===== config.mk =====
export PLATFORM = sky130hd
export DESIGN_NAME = cmult_rr_arbiter
export DESIGN_NICKNAME = d
export VERILOG_FILES = /design/src/rtl/cmult_rr_arbiter.sv
export SDC_FILE = /design/constraint.sdc
export NUM_CORES = 1
export LEC_CHECK = 0
export CELL_PAD_IN_SITES_DETAIL_PLACEMENT = 1
export CELL_PAD_IN_SITES_GLOBAL_PLACEMENT = 1
export CORE_AREA = 10 10 195 197
export CTS_BUF_LIST = sky130_fd_sc_hd__clkbuf_8
export DETAILED_ROUTE_END_ITERATION = 12
export DIE_AREA = 0 0 205 207
export DONT_BUFFER_PORTS = 1
export GPL_ROUTABILITY_DRIVEN = 0
export GPL_TIMING_DRIVEN = 0
export PLACE_DENSITY = 0.43
export RECOVER_POWER = 100
export SLEW_MARGIN = 20
export SYNTH_ARGS = -nofsm -noshare
export SYNTH_HDL_FRONTEND = slang
export SYNTH_SLANG_ARGS = --single-unit
export TNS_END_PERCENT = 20

===== constraint.sdc =====
create_clock -name clk -period 4.9 [get_ports clk]
set_clock_uncertainty 0.15 [all_clocks]
set_input_delay 0.98 -clock clk [delete_from_list [all_inputs] [get_ports clk]]
set_output_delay 0.98 -clock clk [all_outputs]
set_load 0.005 [all_outputs]

===== src/rtl/cmult_rr_arbiter.sv =====
// ---------------------------------------------------------------------------
// cmult_rr_arbiter
//
// Shares one pipelined complex multiplier among NUM_REQ FFT requesters.
// At most one operand pair is granted per cycle, chosen round-robin starting
// at rr_ptr. The winner's operands are registered onto the multiplier input
// bus and its index travels down a tag pipe matched to the multiplier latency,
// so each result returned on mult_* can be steered back to its requester.
//
// Optional feature macro: CMULT_ARB_PERF_EN
//   defined   - perf_grant_cnt holds saturating 16-bit per-requester grant
//               counters, cleared by reset only.
//   undefined - perf_grant_cnt is tied to zero and no counter flops exist.
//
// Ports:
//   clk, rst_n        clock, asynchronous active-low reset
//   arb_en            grant enable; in-flight operations drain when low
//   req_valid/ready   per-requester handshake (ready is one-hot or zero)
//   req_a_*, req_w_*  packed operands, requester i at slice i
//   m_valid, m_a_*,   registered operand bus to the multiplier
//   m_w_*
//   mult_valid,       result bus from the multiplier
//   mult_real/imag
//   res_valid         one-hot result strobe, res_real/imag broadcast
//   busy              any operation in flight
//   err               sticky: mult_valid disagreed with the tag pipe tail
//   perf_grant_cnt    packed per-requester grant counters
// ---------------------------------------------------------------------------
module cmult_rr_arbiter #(
    parameter int unsigned NUM_REQ       = 4,
    parameter int unsigned DATA_WIDTH    = 20,
    parameter int unsigned TWIDDLE_WIDTH = 16,
    parameter int unsigned MULT_LATENCY  = 3,
    parameter int unsigned TAG_WIDTH     = $clog2(NUM_REQ)
) (
    input  logic                             clk,
    input  logic                             rst_n,
    input  logic                             arb_en,
    input  logic [NUM_REQ-1:0]               req_valid,
    output logic [NUM_REQ-1:0]               req_ready,
    input  logic [NUM_REQ*DATA_WIDTH-1:0]    req_a_real,
    input  logic [NUM_REQ*DATA_WIDTH-1:0]    req_a_imag,
    input  logic [NUM_REQ*TWIDDLE_WIDTH-1:0] req_w_real,
    input  logic [NUM_REQ*TWIDDLE_WIDTH-1:0] req_w_imag,
    output logic                             m_valid,
    output logic [DATA_WIDTH-1:0]            m_a_real,
    output logic [DATA_WIDTH-1:0]            m_a_imag,
    output logic [TWIDDLE_WIDTH-1:0]         m_w_real,
    output logic [TWIDDLE_WIDTH-1:0]         m_w_imag,
    input  logic                             mult_valid,
    input  logic [DATA_WIDTH-1:0]            mult_real,
    input  logic [DATA_WIDTH-1:0]            mult_imag,
    output logic [NUM_REQ-1:0]               res_valid,
    output logic [DATA_WIDTH-1:0]            res_real,
    output logic [DATA_WIDTH-1:0]            res_imag,
    output logic                             busy,
    output logic                             err,
    output logic [NUM_REQ*16-1:0]            perf_grant_cnt
);

    // -----------------------------------------------------------------------
    // Round-robin arbitration
    // -----------------------------------------------------------------------
    logic [TAG_WIDTH-1:0] rr_ptr_q;
    logic                 grant;
    logic [TAG_WIDTH-1:0] winner;
    logic [TAG_WIDTH-1:0] ptr_next;

    always_comb begin
        int unsigned          idx;
        logic [TAG_WIDTH-1:0] idx_t;
        grant  = 1'b0;
        winner = '0;
        idx    = 0;
        idx_t  = '0;
        if (arb_en) begin
            // Walk upward from rr_ptr with wrap; the first valid requester wins.
            for (int unsigned k = 0; k < NUM_REQ; k++) begin
                idx = 32'(rr_ptr_q) + k;
                if (idx >= NUM_REQ) begin
                    idx = idx - NUM_REQ;
                end
                idx_t = idx[TAG_WIDTH-1:0];
                if (!grant && req_valid[idx_t]) begin
                    grant  = 1'b1;
                    winner = idx_t;
                end
            end
        end
    end

    always_comb begin
        req_ready = '0;
        for (int unsigned i = 0; i < NUM_REQ; i++) begin
            req_ready[i] = grant && (winner == TAG_WIDTH'(i));
        end
    end

    always_comb begin
        if (winner == TAG_WIDTH'(NUM_REQ - 1)) begin
            ptr_next = '0;
        end else begin
            ptr_next = winner + TAG_WIDTH'(1);
        end
    end

    // Operand select for the winner; req_ready is one-hot so at most one
    // slice is picked.
    logic [DATA_WIDTH-1:0]    sel_a_real;
    logic [DATA_WIDTH-1:0]    sel_a_imag;
    logic [TWIDDLE_WIDTH-1:0] sel_w_real;
    logic [TWIDDLE_WIDTH-1:0] sel_w_imag;

    always_comb begin
        sel_a_real = '0;
        sel_a_imag = '0;
        sel_w_real = '0;
        sel_w_imag = '0;
        for (int unsigned i = 0; i < NUM_REQ; i++) begin
            if (req_ready[i]) begin
                sel_a_real = req_a_real[i*DATA_WIDTH +: DATA_WIDTH];
                sel_a_imag = req_a_imag[i*DATA_WIDTH +: DATA_WIDTH];
                sel_w_real = req_w_real[i*TWIDDLE_WIDTH +: TWIDDLE_WIDTH];
                sel_w_imag = req_w_imag[i*TWIDDLE_WIDTH +: TWIDDLE_WIDTH];
            end
        end
    end

    // -----------------------------------------------------------------------
    // Issue register and pointer
    // -----------------------------------------------------------------------
    logic                     m_valid_q;
    logic [DATA_WIDTH-1:0]    m_a_real_q;
    logic [DATA_WIDTH-1:0]    m_a_imag_q;
    logic [TWIDDLE_WIDTH-1:0] m_w_real_q;
    logic [TWIDDLE_WIDTH-1:0] m_w_imag_q;
    logic [TAG_WIDTH-1:0]     issue_tag_q;

    always_ff @(posedge clk or negedge rst_n) begin
        if (!rst_n) begin
            rr_ptr_q    <= '0;
            m_valid_q   <= 1'b0;
            m_a_real_q  <= '0;
            m_a_imag_q  <= '0;
            m_w_real_q  <= '0;
            m_w_imag_q  <= '0;
            issue_tag_q <= '0;
        end else begin
            m_valid_q <= grant;
            // Operand bus holds its last value between grants.
            if (grant) begin
                rr_ptr_q    <= ptr_next;
                m_a_real_q  <= sel_a_real;
                m_a_imag_q  <= sel_a_imag;
                m_w_real_q  <= sel_w_real;
                m_w_imag_q  <= sel_w_imag;
                issue_tag_q <= winner;
            end
        end
    end

    assign m_valid  = m_valid_q;
    assign m_a_real = m_a_real_q;
    assign m_a_imag = m_a_imag_q;
    assign m_w_real = m_w_real_q;
    assign m_w_imag = m_w_imag_q;

    // -----------------------------------------------------------------------
    // Tag pipe: shadows the multiplier so its tail lines up with mult_valid
    // -----------------------------------------------------------------------
    logic [MULT_LATENCY-1:0] pipe_valid_q;
    logic [TAG_WIDTH-1:0]    pipe_tag_q [MULT_LATENCY];

    always_ff @(posedge clk or negedge rst_n) begin
        if (!rst_n) begin
            pipe_valid_q <= '0;
            for (int unsigned i = 0; i < MULT_LATENCY; i++) begin
                pipe_tag_q[i] <= '0;
            end
        end else begin
            pipe_valid_q[0] <= m_valid_q;
            pipe_tag_q[0]   <= issue_tag_q;
            for (int unsigned i = 1; i < MULT_LATENCY; i++) begin
                pipe_valid_q[i] <= pipe_valid_q[i-1];
                pipe_tag_q[i]   <= pipe_tag_q[i-1];
            end
        end
    end

    logic                 tail_valid;
    logic [TAG_WIDTH-1:0] tail_tag;

    assign tail_valid = pipe_valid_q[MULT_LATENCY-1];
    assign tail_tag   = pipe_tag_q[MULT_LATENCY-1];

    // -----------------------------------------------------------------------
    // Result register and protocol check
    // -----------------------------------------------------------------------
    logic               res_ok;
    logic               mismatch;
    logic [NUM_REQ-1:0] res_onehot;

    // A result is only delivered when the multiplier and tag pipe agree.
    assign res_ok   = mult_valid & tail_valid;
    assign mismatch = mult_valid ^ tail_valid;

    always_comb begin
        res_onehot = '0;
        for (int unsigned i = 0; i < NUM_REQ; i++) begin
            res_onehot[i] = res_ok && (tail_tag == TAG_WIDTH'(i));
        end
    end

    logic [NUM_REQ-1:0]    res_valid_q;
    logic [DATA_WIDTH-1:0] res_real_q;
    logic [DATA_WIDTH-1:0] res_imag_q;
    logic                  err_q;

    always_ff @(posedge clk or negedge rst_n) begin
        if (!rst_n) begin
            res_valid_q <= '0;
            res_real_q  <= '0;
            res_imag_q  <= '0;
            err_q       <= 1'b0;
        end else begin
            res_valid_q <= res_onehot;
            if (res_ok) begin
                res_real_q <= mult_real;
                res_imag_q <= mult_imag;
            end
            if (mismatch) begin
                err_q <= 1'b1;
            end
        end
    end

    assign res_valid = res_valid_q;
    assign res_real  = res_real_q;
    assign res_imag  = res_imag_q;
    assign err       = err_q;
    assign busy      = m_valid_q | (|pipe_valid_q) | (|res_valid_q);

    // -----------------------------------------------------------------------
    // Grant counters
    // -----------------------------------------------------------------------
`ifdef CMULT_ARB_PERF_EN
    logic [15:0] perf_cnt_q [NUM_REQ];

    always_ff @(posedge clk or negedge rst_n) begin
        if (!rst_n) begin
            for (int unsigned i = 0; i < NUM_REQ; i++) begin
                perf_cnt_q[i] <= '0;
            end
        end else begin
            for (int unsigned i = 0; i < NUM_REQ; i++) begin
                if (req_valid[i] && req_ready[i] && (perf_cnt_q[i] != 16'hFFFF)) begin
                    perf_cnt_q[i] <= perf_cnt_q[i] + 16'd1;
                end
            end
        end
    end

    always_comb begin
        perf_grant_cnt = '0;
        for (int unsigned i = 0; i < NUM_REQ; i++) begin
            perf_grant_cnt[i*16 +: 16] = perf_cnt_q[i];
        end
    end
`else
    assign perf_grant_cnt = '0;
`endif

endmodule


==> results_dict.tcl <==
set metrics [dict create \
    drt-initial-drc-count 325 \
    worstSetupEndpointType "primary output" \
    layout-drive-gt1-share 0.178 \
    p_seq_frac 0.427 \
    p_total_mw 3.91 \
    diodes 0 \
    ys_ff_latch 131 \
    cts_buffers 17 \
    yosysSeqAreaShare 0.439 \
    syn2layout_area_growth_pct 16.2 \
    vias 6469 \
    p_sw_mw 1.57 \
    tritoncts "yes" \
    netSwitchingFraction 0.401 \
    clockBufferDepth 2 \
    netlist_area_um2 7470 \
    ys.flop_type "dfrtp_1" \
    synth_async_sr_flop_share 1.00 \
    p_comb_frac 0.326 \
    worstPathRequired_ps 3770 \
    crit_cells 9 \
    clkSinkCount 131 \
    outcome "complete, but fails checks" \
    r2r_end "m_w_imag[7]$_DFFE_PN0P_" \
    rsz0062_at_grt "yes" \
    drc_errors 0 \
    wirelength_mm 40.7 \
    min_path_cells 0 \
    grt_start_max_net_pins 74 \
    tightestPinTransition_ps 2660 \
    drt.antenna.violating_nets 0 \
    crit_family "buffers and inverters" \
    synth_warnings 0 \
    post_cts_buffers 0 \
    r2r_cells 10 \
    grt_pass1_vias 7138 \
    pwr-share-clk 0.247 \
    num_rows 68 \
    rrSetupSlack_ps 1020 \
    p_int_mw 2.34 \
    cts-htree-levels 4 \
    cp_max_fo 10 \
    synth.distinct_cells 36 \
    vias_per_cell 4.77 \
    cap_violations 2 \
    finish.net_count 1229 \
    max_stage_delay_ps 510 \
    grt-ovfl-total 0 \
    avgSynthCellArea_um2 9.29 \
    relSlewSlack -0.772 \
    grtUsageTotal 0.185 \
    period_share 0.956 \
    syn_inst 804 \
    synth_edf_count 0 \
    setup_viol 0 \
    final_hold_viol_count 0 \
    path_cells "o41a_1, buf_6, buf_6, nand3b_1, inv_1, ha_1, clkbuf_2, clkbuf_1, and2_1" \
    cts_root_buffer "clkbuf_8" \
    critPathBufInv 5 \
    clk_latency_ps 490 \
    dieArea_um2 42400 \
    violations "capacitance limit, slew limit" \
    hold_end "pipe_tag_q[3]$_DFF_PN0_" \
    die_y_um 207 \
    irDropWorstVdd_uv 163 \
    worstSetupPathType "primary input to primary output" \
    place_hpwl_mm 32.4 \
    first_pass_iters 5 \
    power.density_nw_per_um2 450 \
    fin_setup_tns_ps 0 \
    min_path_type "flop to flop" \
    antenna_found_initial 1 \
    worstSetupStartpointType "primary input" \
    fin_util 0.254 \
    cp_slowest_cell "clkbuf_1" \
    dieWidth_um 205 \
    total_leakage_power_nw 3.81 \
    cp.arrival_ps 3550 \
    start_util 0.219 \
    r2r-start "rr_ptr_q[1]$_DFFE_PN0P_" \
    maxClockFrequency_mhz 214 \
    coreArea_um2 34100 \
    placed_cell_area_um2 8270 \
    min_from "pipe_tag_q[5]$_DFF_PN0_" \
    fin_area_um2 8680 \
    wl_per_cell_um 30.0 \
    io_buffers 0 \
    path_common_cell "buf_6" \
    clk_pin_slew_ps 80 \
    grt_pass1_wl_mm 56.5 \
    layout_min_cycle_time_ps 4680 \
    drv_slew 117 \
    pin_count 523 \
]
==> cell families (layout without fill, tap and decap cells) <==
logic type / count (synthesis) / count (layout) / share of synthesized area
adders and majority gates: 5 / 5 / 0.00838
and+or+nand+nor: 166 / 166 / 0.0910
other: 1 / 64 / 0.000502
buffers and inverters: 213 / 246 / 0.153
DFF: 131 / 131 / 0.439
muxes: 42 / 42 / 0.0632
AOI/OAI and AO/OA: 246 / 246 / 0.245
==> layer usage <==
metal	GRT usage	share of wire	vias to the layer above	wire length, µm
li1	-	-	2917	-
met1	0.205	0.38	3224	15600
met2	0.325	0.51	308	20900
met3	0.0769	0.097	20	3970
met4	0.0341	0.0070	0	285
met5	0	0	-	0
==> cell usage in the layout, fill, tap and decap left out, drive strengths merged, types with 4 or more instances in the layout <==
cell / instances
clkbuf: 70
mux2: 41
dfrtp: 131
and2: 4
a21oi: 22
clkinvlp: 4
inv: 81
nand2: 74
a31oi: 72
nor2: 74
a32o: 21
o21ai: 24
a221oi: 51
conb: 64
buf: 85
ha: 5
clkinv: 4
a211o: 51
==> how the worst max path moves through the flow <==
stage | startpoint | endpoint | slack, ps
2_1_floorplan | req_valid[0] | req_ready[3] | 910
3_3_place_gp | req_valid[0] | req_ready[3] | -680
3_5_place_dp | req_valid[0] | req_ready[3] | -750
4_1_cts | req_valid[0] | req_ready[3] | 30
5_1_grt | req_valid[0] | req_ready[3] | -30
6_report | req_valid[0] | req_ready[1] | 220
==> power by group through the flow <==
stage	Combinational, mW	Clock, mW	Sequential (mW)
4_1_cts	1.32	1.00	1.69
3_5_place_dp	1.28	0	1.71
2_1_floorplan	0.911	0	1.54
5_1_grt	1.44	1.05	1.71
3_3_place_gp	1.27	0	1.71
6_report	1.27	0.964	1.67
==> synth_stat cells (11+ instances only) <==
cell type	count	area, µm²
dfrtp_1	131	3280
inv_1	77	289
nand2_1	74	278
nor2_1	74	278
a31oi_1	72	450
buf_4	64	480
a211o_1	51	447
a221oi_1	51	447
clkbuf_1	41	154
mux2_2	41	462
a21oi_1	22	110
a32o_1	21	210
o21ai_1	20	100
buf_2	14	70.1
buf_6	11	124
==> state kept, by name (all words and copies together), names as in the netlist, 3 cells and up <==
register / flops
m_w_imag: 16
m_a_real: 20
pipe_tag_q: 4
res_imag: 20
res_valid: 4
m_w_real: 16
m_a_imag: 20
pipe_valid_q: 3
res_real: 20
==> per-stage QoR <==
stage          std cells  hold WS [ps]  worst slack [ps]
2_1_floorplan        867           181               906
3_3_place_gp        1322           185              -677
3_5_place_dp        1322           189              -747
4_1_cts             1355           156              29.5
5_1_grt             1355           212             -28.6
6_report            1355           205               217
==> cell type report <==
cell class	instances	area (µm²)
Inverter	77	289
Timing Repair Buffer	3	12.5
Sequential cell	131	3280
Tap cell	455	569
Fill cell	4026	25400
Clock buffer	17	234
Buffer	135	848
Clock inverter	14	158
Multi-Input combinational cell	523	3290
==> repair_timing <==
action                     in CTS  in global routing
resized for setup               6                  0
hold buffers                    3                  0
setup endpoints to repair       3                  2
hold endpoints to repair       73                  0
cloned                          0                  0
No activity file was read; power rests on OpenSTA's default activity.
